`src/rtl/a429_rx_fifo.sv`:
```
// ARINC429 receive-word FIFO: circular word buffer between the receiver and the host read port.
// Optional per-label acceptance table enabled by defining A429_RX_LBL_FILTER_EN.
module a429_rx_fifo #(
   parameter int ADDR_W   = 5,
   parameter int AF_LEVEL = 24
) (
   input  logic              clk_i,
   input  logic              rst_i,
   input  logic              rf_wr,
   input  logic [31:0]       rf_di,
   output logic              rf_fl,
   input  logic              clr_i,
   input  logic              rd_i,
   output logic [31:0]       rd_dat_o,
   output logic              rd_vld_o,
   output logic              empty_o,
   output logic              afull_o,
   output logic [ADDR_W:0]   cnt_o,
   output logic              ovf_o,
   input  logic              ovf_clr_i,
   input  logic              lbl_wr_i,
   input  logic [7:0]        lbl_adr_i,
   input  logic              lbl_dat_i
);

   localparam int              DEPTH   = 2 ** ADDR_W;
   localparam logic [ADDR_W:0] DEPTH_C = (ADDR_W + 1)'(DEPTH);
   localparam logic [ADDR_W:0] AF_C    = (ADDR_W + 1)'(AF_LEVEL);
   localparam logic [ADDR_W:0] ONE_C   = (ADDR_W + 1)'(1);

   typedef enum logic [0:0] {ST_RUN = 1'b0, ST_FLUSH = 1'b1} state_t;

   state_t              state_r, state_nxt_s;
   logic [31:0]         mem_r [DEPTH];
   logic [ADDR_W-1:0]   wr_ptr_r, rd_ptr_r, wr_ptr_nxt_s, rd_ptr_nxt_s;
   logic [ADDR_W:0]     cnt_r, cnt_nxt_s;
   logic [31:0]         rd_dat_r, rd_dat_nxt_s;
   logic                rd_vld_r, rd_vld_nxt_s;
   logic                ovf_r, ovf_nxt_s;
   logic                full_r, empty_r, afull_r;
   logic                flush_s, lbl_ok_s, wr_acc_s, rd_acc_s, drop_s;

`ifdef A429_RX_LBL_FILTER_EN
   logic [255:0] lbl_en_r;

   // Label-enable table; lookups in the same cycle see the pre-write value.
   always_ff @(posedge clk_i or posedge rst_i) begin
      if (rst_i) begin
         lbl_en_r <= '1;
      end else if (lbl_wr_i) begin
         lbl_en_r[lbl_adr_i] <= lbl_dat_i;
      end else begin
         lbl_en_r <= lbl_en_r;
      end
   end

   assign lbl_ok_s = lbl_en_r[rf_di[7:0]];
`else
   logic unused_lbl_s;
   assign unused_lbl_s = ^{lbl_wr_i, lbl_adr_i, lbl_dat_i};
   assign lbl_ok_s     = 1'b1;
`endif

   // Per-cycle accept/drop decisions and next-state values.
   always_comb begin
      flush_s      = clr_i || (state_r == ST_FLUSH);
      wr_acc_s     = rf_wr && lbl_ok_s && (cnt_r < DEPTH_C) && !flush_s;
      drop_s       = rf_wr && lbl_ok_s && (cnt_r == DEPTH_C) && !flush_s;
      rd_acc_s     = rd_i && (cnt_r != '0) && !flush_s;
      state_nxt_s  = clr_i ? ST_FLUSH : ST_RUN;
      wr_ptr_nxt_s = wr_ptr_r;
      rd_ptr_nxt_s = rd_ptr_r;
      cnt_nxt_s    = cnt_r;
      rd_dat_nxt_s = rd_dat_r;
      rd_vld_nxt_s = 1'b0;
      ovf_nxt_s    = ovf_r;
      if (flush_s) begin
         wr_ptr_nxt_s = '0;
         rd_ptr_nxt_s = '0;
         cnt_nxt_s    = '0;
         ovf_nxt_s    = 1'b0;
      end else begin
         if (wr_acc_s) begin
            wr_ptr_nxt_s = wr_ptr_r + ADDR_W'(1);
         end else begin
            wr_ptr_nxt_s = wr_ptr_r;
         end
         if (rd_acc_s) begin
            rd_ptr_nxt_s = rd_ptr_r + ADDR_W'(1);
            rd_dat_nxt_s = mem_r[rd_ptr_r];
            rd_vld_nxt_s = 1'b1;
         end else begin
            rd_ptr_nxt_s = rd_ptr_r;
         end
         case ({wr_acc_s, rd_acc_s})
            2'b10:   cnt_nxt_s = cnt_r + ONE_C;
            2'b01:   cnt_nxt_s = cnt_r - ONE_C;
            default: cnt_nxt_s = cnt_r;
         endcase
         // A drop in the same cycle as ovf_clr_i keeps the flag set.
         if (drop_s) begin
            ovf_nxt_s = 1'b1;
         end else if (ovf_clr_i) begin
            ovf_nxt_s = 1'b0;
         end else begin
            ovf_nxt_s = ovf_r;
         end
      end
   end

   // Word storage; no reset, contents are only read after being written.
   always_ff @(posedge clk_i) begin
      if (wr_acc_s) begin
         mem_r[wr_ptr_r] <= rf_di;
      end
   end

   // Flush sequencer, pointers, count, read port and registered flags.
   always_ff @(posedge clk_i or posedge rst_i) begin
      if (rst_i) begin
         state_r  <= ST_RUN;
         wr_ptr_r <= '0;
         rd_ptr_r <= '0;
         cnt_r    <= '0;
         rd_dat_r <= 32'h0000_0000;
         rd_vld_r <= 1'b0;
         ovf_r    <= 1'b0;
         full_r   <= 1'b0;
         empty_r  <= 1'b1;
         afull_r  <= 1'b0;
      end else begin
         state_r  <= state_nxt_s;
         wr_ptr_r <= wr_ptr_nxt_s;
         rd_ptr_r <= rd_ptr_nxt_s;
         cnt_r    <= cnt_nxt_s;
         rd_dat_r <= rd_dat_nxt_s;
         rd_vld_r <= rd_vld_nxt_s;
         ovf_r    <= ovf_nxt_s;
         full_r   <= (cnt_nxt_s == DEPTH_C);
         empty_r  <= (cnt_nxt_s == '0);
         afull_r  <= (cnt_nxt_s >= AF_C);
      end
   end

   assign rf_fl    = full_r;
   assign empty_o  = empty_r;
   assign afull_o  = afull_r;
   assign cnt_o    = cnt_r;
   assign ovf_o    = ovf_r;
   assign rd_dat_o = rd_dat_r;
   assign rd_vld_o = rd_vld_r;

endmodule

```
`config.mk`:
```
export PLATFORM = sky130hd
export DESIGN_NAME = a429_rx_fifo
export DESIGN_NICKNAME = d
export VERILOG_FILES = /design/src/rtl/a429_rx_fifo.sv
export SDC_FILE = /design/constraint.sdc
export NUM_CORES = 1
export LEC_CHECK = 0
export ABC_AREA = 0
export CORE_MARGIN = 5
export CORE_UTILIZATION = 27
export DETAILED_ROUTE_END_ITERATION = 10
export PLACE_DENSITY = 0.5
export SETUP_SLACK_MARGIN = 0.15
export SLEW_MARGIN = 5
export SYNTH_ARGS = -nofsm -noshare
export SYNTH_HDL_FRONTEND = slang
export SYNTH_SLANG_ARGS = --single-unit
```
`constraint.sdc`:
```
create_clock -name clk_i -period 10.9 [get_ports clk_i]
set_input_delay 2.725 -clock clk_i [delete_from_list [all_inputs] [get_ports clk_i]]
set_output_delay 2.725 -clock clk_i [all_outputs]
set_load 0.01 [all_outputs]
```
==> metrics.yaml <==
outcome: "completed"
max_freq_ghz: 0.167
drt-vias-per-instance: 4.74
final_cell_mix: "edfxtp_1 (1024), mux4_2 (224), mux2i_1 (162), clkbuf_16 (113), clkdlybuf4s50_1 (80)"
crit_arrival_ns: 6.57
grt_max_degree: 64
setup_viol: 0
slowest_stage: "nor2b_1"
multi_input_area_mm2: 0.00896
postSynthCellCount: 1880
ctsHoldBuffers: 0
htreeDepth: 3
syn_area_per_cell_um2: 22.1
start_util_pct: 27.2
nets: 2081
cp_max_fo: 10
grt_use_total_pct: 13.3
ys_seq_area_share_pct: 77.4
hold_violations: 0
fillers: 14500
cpMostUsedCell: "ha_1"
drt-wirelength-per-cell_um: 26.4
total_power_uw: 8740
port_buffers: 80
fin_tns_setup_ns: 0
clock_skew_ns: 0.0336
post_cts_resized: 0
finalCriticalPeriod_ns: 5.99
syn_nets: 1939
vias: 19700
end_kind: "flop"
root_buffer: "clkbuf_16"
slew_viol_final: 0
post_cts.repair.setup_buffers: 0
gr-total-overflow: 0
cts_sinks: 1078
cap_violations: 0
drc_errors: 0
critPathTopFamily: "simple AND/OR/NAND/NOR gates"
max_stage_delay_ns: 0.66
layout_commonest_cell: "edfxtp_1"
fp.coreArea_mm2: 0.152
seq_area_mm2: 0.0321
async_reset_ff_share_pct: 5.01
grt_pass1_vias: 20600
path_clk_slew_ns: 0.06
path_cells: "clkdlybuf4s50_1 -> nor2b_1 -> and2_1 -> inv_1 -> ha_1 -> ha_1 -> nand2b_1 -> or2_2 -> o311ai_0 -> mux2i_1 -> nor4b_1"
drtAntennaViolNets: 0
cp_num_buf_inv: 2
synth_cell_types: 52
drt-total-wl_um: 109000
worst_pin_slew_ns: 1.27
die_area_mm2: 0.162
cts_inserted_buffers: 112
leakage_uw: 0.0143
hp-class: "reg -> reg"
grt_pass1_wl_um: 156000
rsz0062_at_grt: "no"
num_rows: 143
yosysWarnings: 0
p_per_area_mw_per_mm2: 179
criticalPathCategory: "in -> reg"
dr.pass1.iters: 5
slew_headroom_pct: 15.3
synth_area_mm2: 0.0415
cts_tree: "yes"
antenna_found_initial: 8
ys_ff_latch: 1078
drt_iter0_drc: 1686
hpwl_um: 56900
critical_path_required_ns: 11.49
ir_worst_vdd_mv: 0.117
die_x_um: 402
io_pins: 91
synth_edf_count: 1024
area_delta_synth_final_pct: 17.4
clkLatencyLatePin_ns: 0.70
synth_ff_type: "edfxtp_1"
period_share_pct: 54.9
critPathLaunchType: "input pin"
layout-drive-gt1-share_pct: 23.9
die_h_um: 402
gp_congestion: 0.737
clk_path_buf_depth: 3
[synth_stat cells, types with 7 or more instances]
cell type,count,area share (%)
ha_1,10,0.30
xor2_1,7,0.15
buf_4,9,0.16
nand2_1,12,0.11
edfxtp_1,1024,74
o22ai_1,63,0.95
o221a_1,31,0.84
mux4_2,224,12
nor2_1,84,0.76
o2111ai_1,31,0.65
mux2i_1,162,3.9
buf_2,44,0.53
dfrtp_1,53,3.2
clkbuf_1,33,0.30
buf_6,13,0.35
inv_1,7,0.063
[state kept, by name, summed over array words and instances, names as in the netlist]
signal	cells
rd_dat_o	32
ovf_o	1
empty_o	1
cnt_o	6
mem_r	1024
rd_vld_o	1
rf_fl	1
wr_ptr_r	5
afull_o	1
rd_ptr_r	5
state_r	1
[layout make-up]
| type | instances | area share, % |
|---|---|---|
| inverter | 7 | 0.0565 |
| clock buffer | 156 | 6.40 |
| timing repair buffer | 136 | 2.51 |
| clock inverter | 56 | 1.50 |
| tap | 2030 | 5.21 |
| antenna | 4 | 0.0205 |
| multi-input combinational | 687 | 18.4 |
| sequential | 1078 | 65.9 |
[routing by layer]
metal | global-route usage (%) | part of all wire, % | vias up
li1 | - | - | 8232
met1 | 18.2 | 42 | 10800
met2 | 22.1 | 49 | 573
met3 | 2.50 | 6.8 | 148
met4 | 3.41 | 2.2 | 4
met5 | 0 | 0.025 | -
[cell families after synthesis]
logic type                 share of synthesized area [%]
xor gates and xnor gates                           0.211
buffers and inverters                               1.64
muxes                                               16.1
AOI/OAI and AO/OA                                   2.83
adders and majority gates                          0.350
DFF                                                 77.4
and+or+nand+nor                                     1.46
[through the flow]
| stage | setup WS (ns) | instance area, um^2 | utilization (%) | instances | hold slack, ns |
|---|---|---|---|---|---|
| global route | 4.59 | 48700 | 32.0 | 4150 | 0.558 |
| floorplan | 5.64 | 41500 | - | 1880 | 0.551 |
| global placement | 4.19 | 44900 | 29.4 | 3938 | 0.506 |
| detailed placement | 4.15 | 44900 | 29.4 | 3938 | 0.505 |
| finish | 4.91 | 48700 | 32.0 | 4154 | 0.515 |
| CTS | 4.87 | 48700 | 32.0 | 4150 | 0.522 |
[power by group]
group / internal (uW) / total [uW] / switching (uW)
combinational: 93.0 / 215 / 122
clock: 2320 / 3930 / 1610
sequential: 4570 / 4600 / 32.4
total: 6980 / 8740 / 1760
[path summary, 6_finish.rpt]
kind	slack, ns	startpoint	cells after the start	to
setup / recovery	4.91	rf_wr	11	rf_fl$_DFF_PP0_
hold / removal	0.52	rd_dat_o[4]$_DFFE_PP0P_	1	rd_dat_o[4]$_DFFE_PP0P_
setup reg to reg	6.58	rd_ptr_r[1]$_DFFE_PP0P_	7	rd_dat_o[4]$_DFFE_PP0P_
hold reg to reg	0.52	rd_dat_o[4]$_DFFE_PP0P_	1	rd_dat_o[4]$_DFFE_PP0P_
max in group asynchronous	7.41	rst_i	3	rd_ptr_r[1]$_DFFE_PP0P_
min in group asynchronous	2.23	rst_i	2	ovf_o$_DFFE_PP0P_
Power figures use the tool's default switching activity.
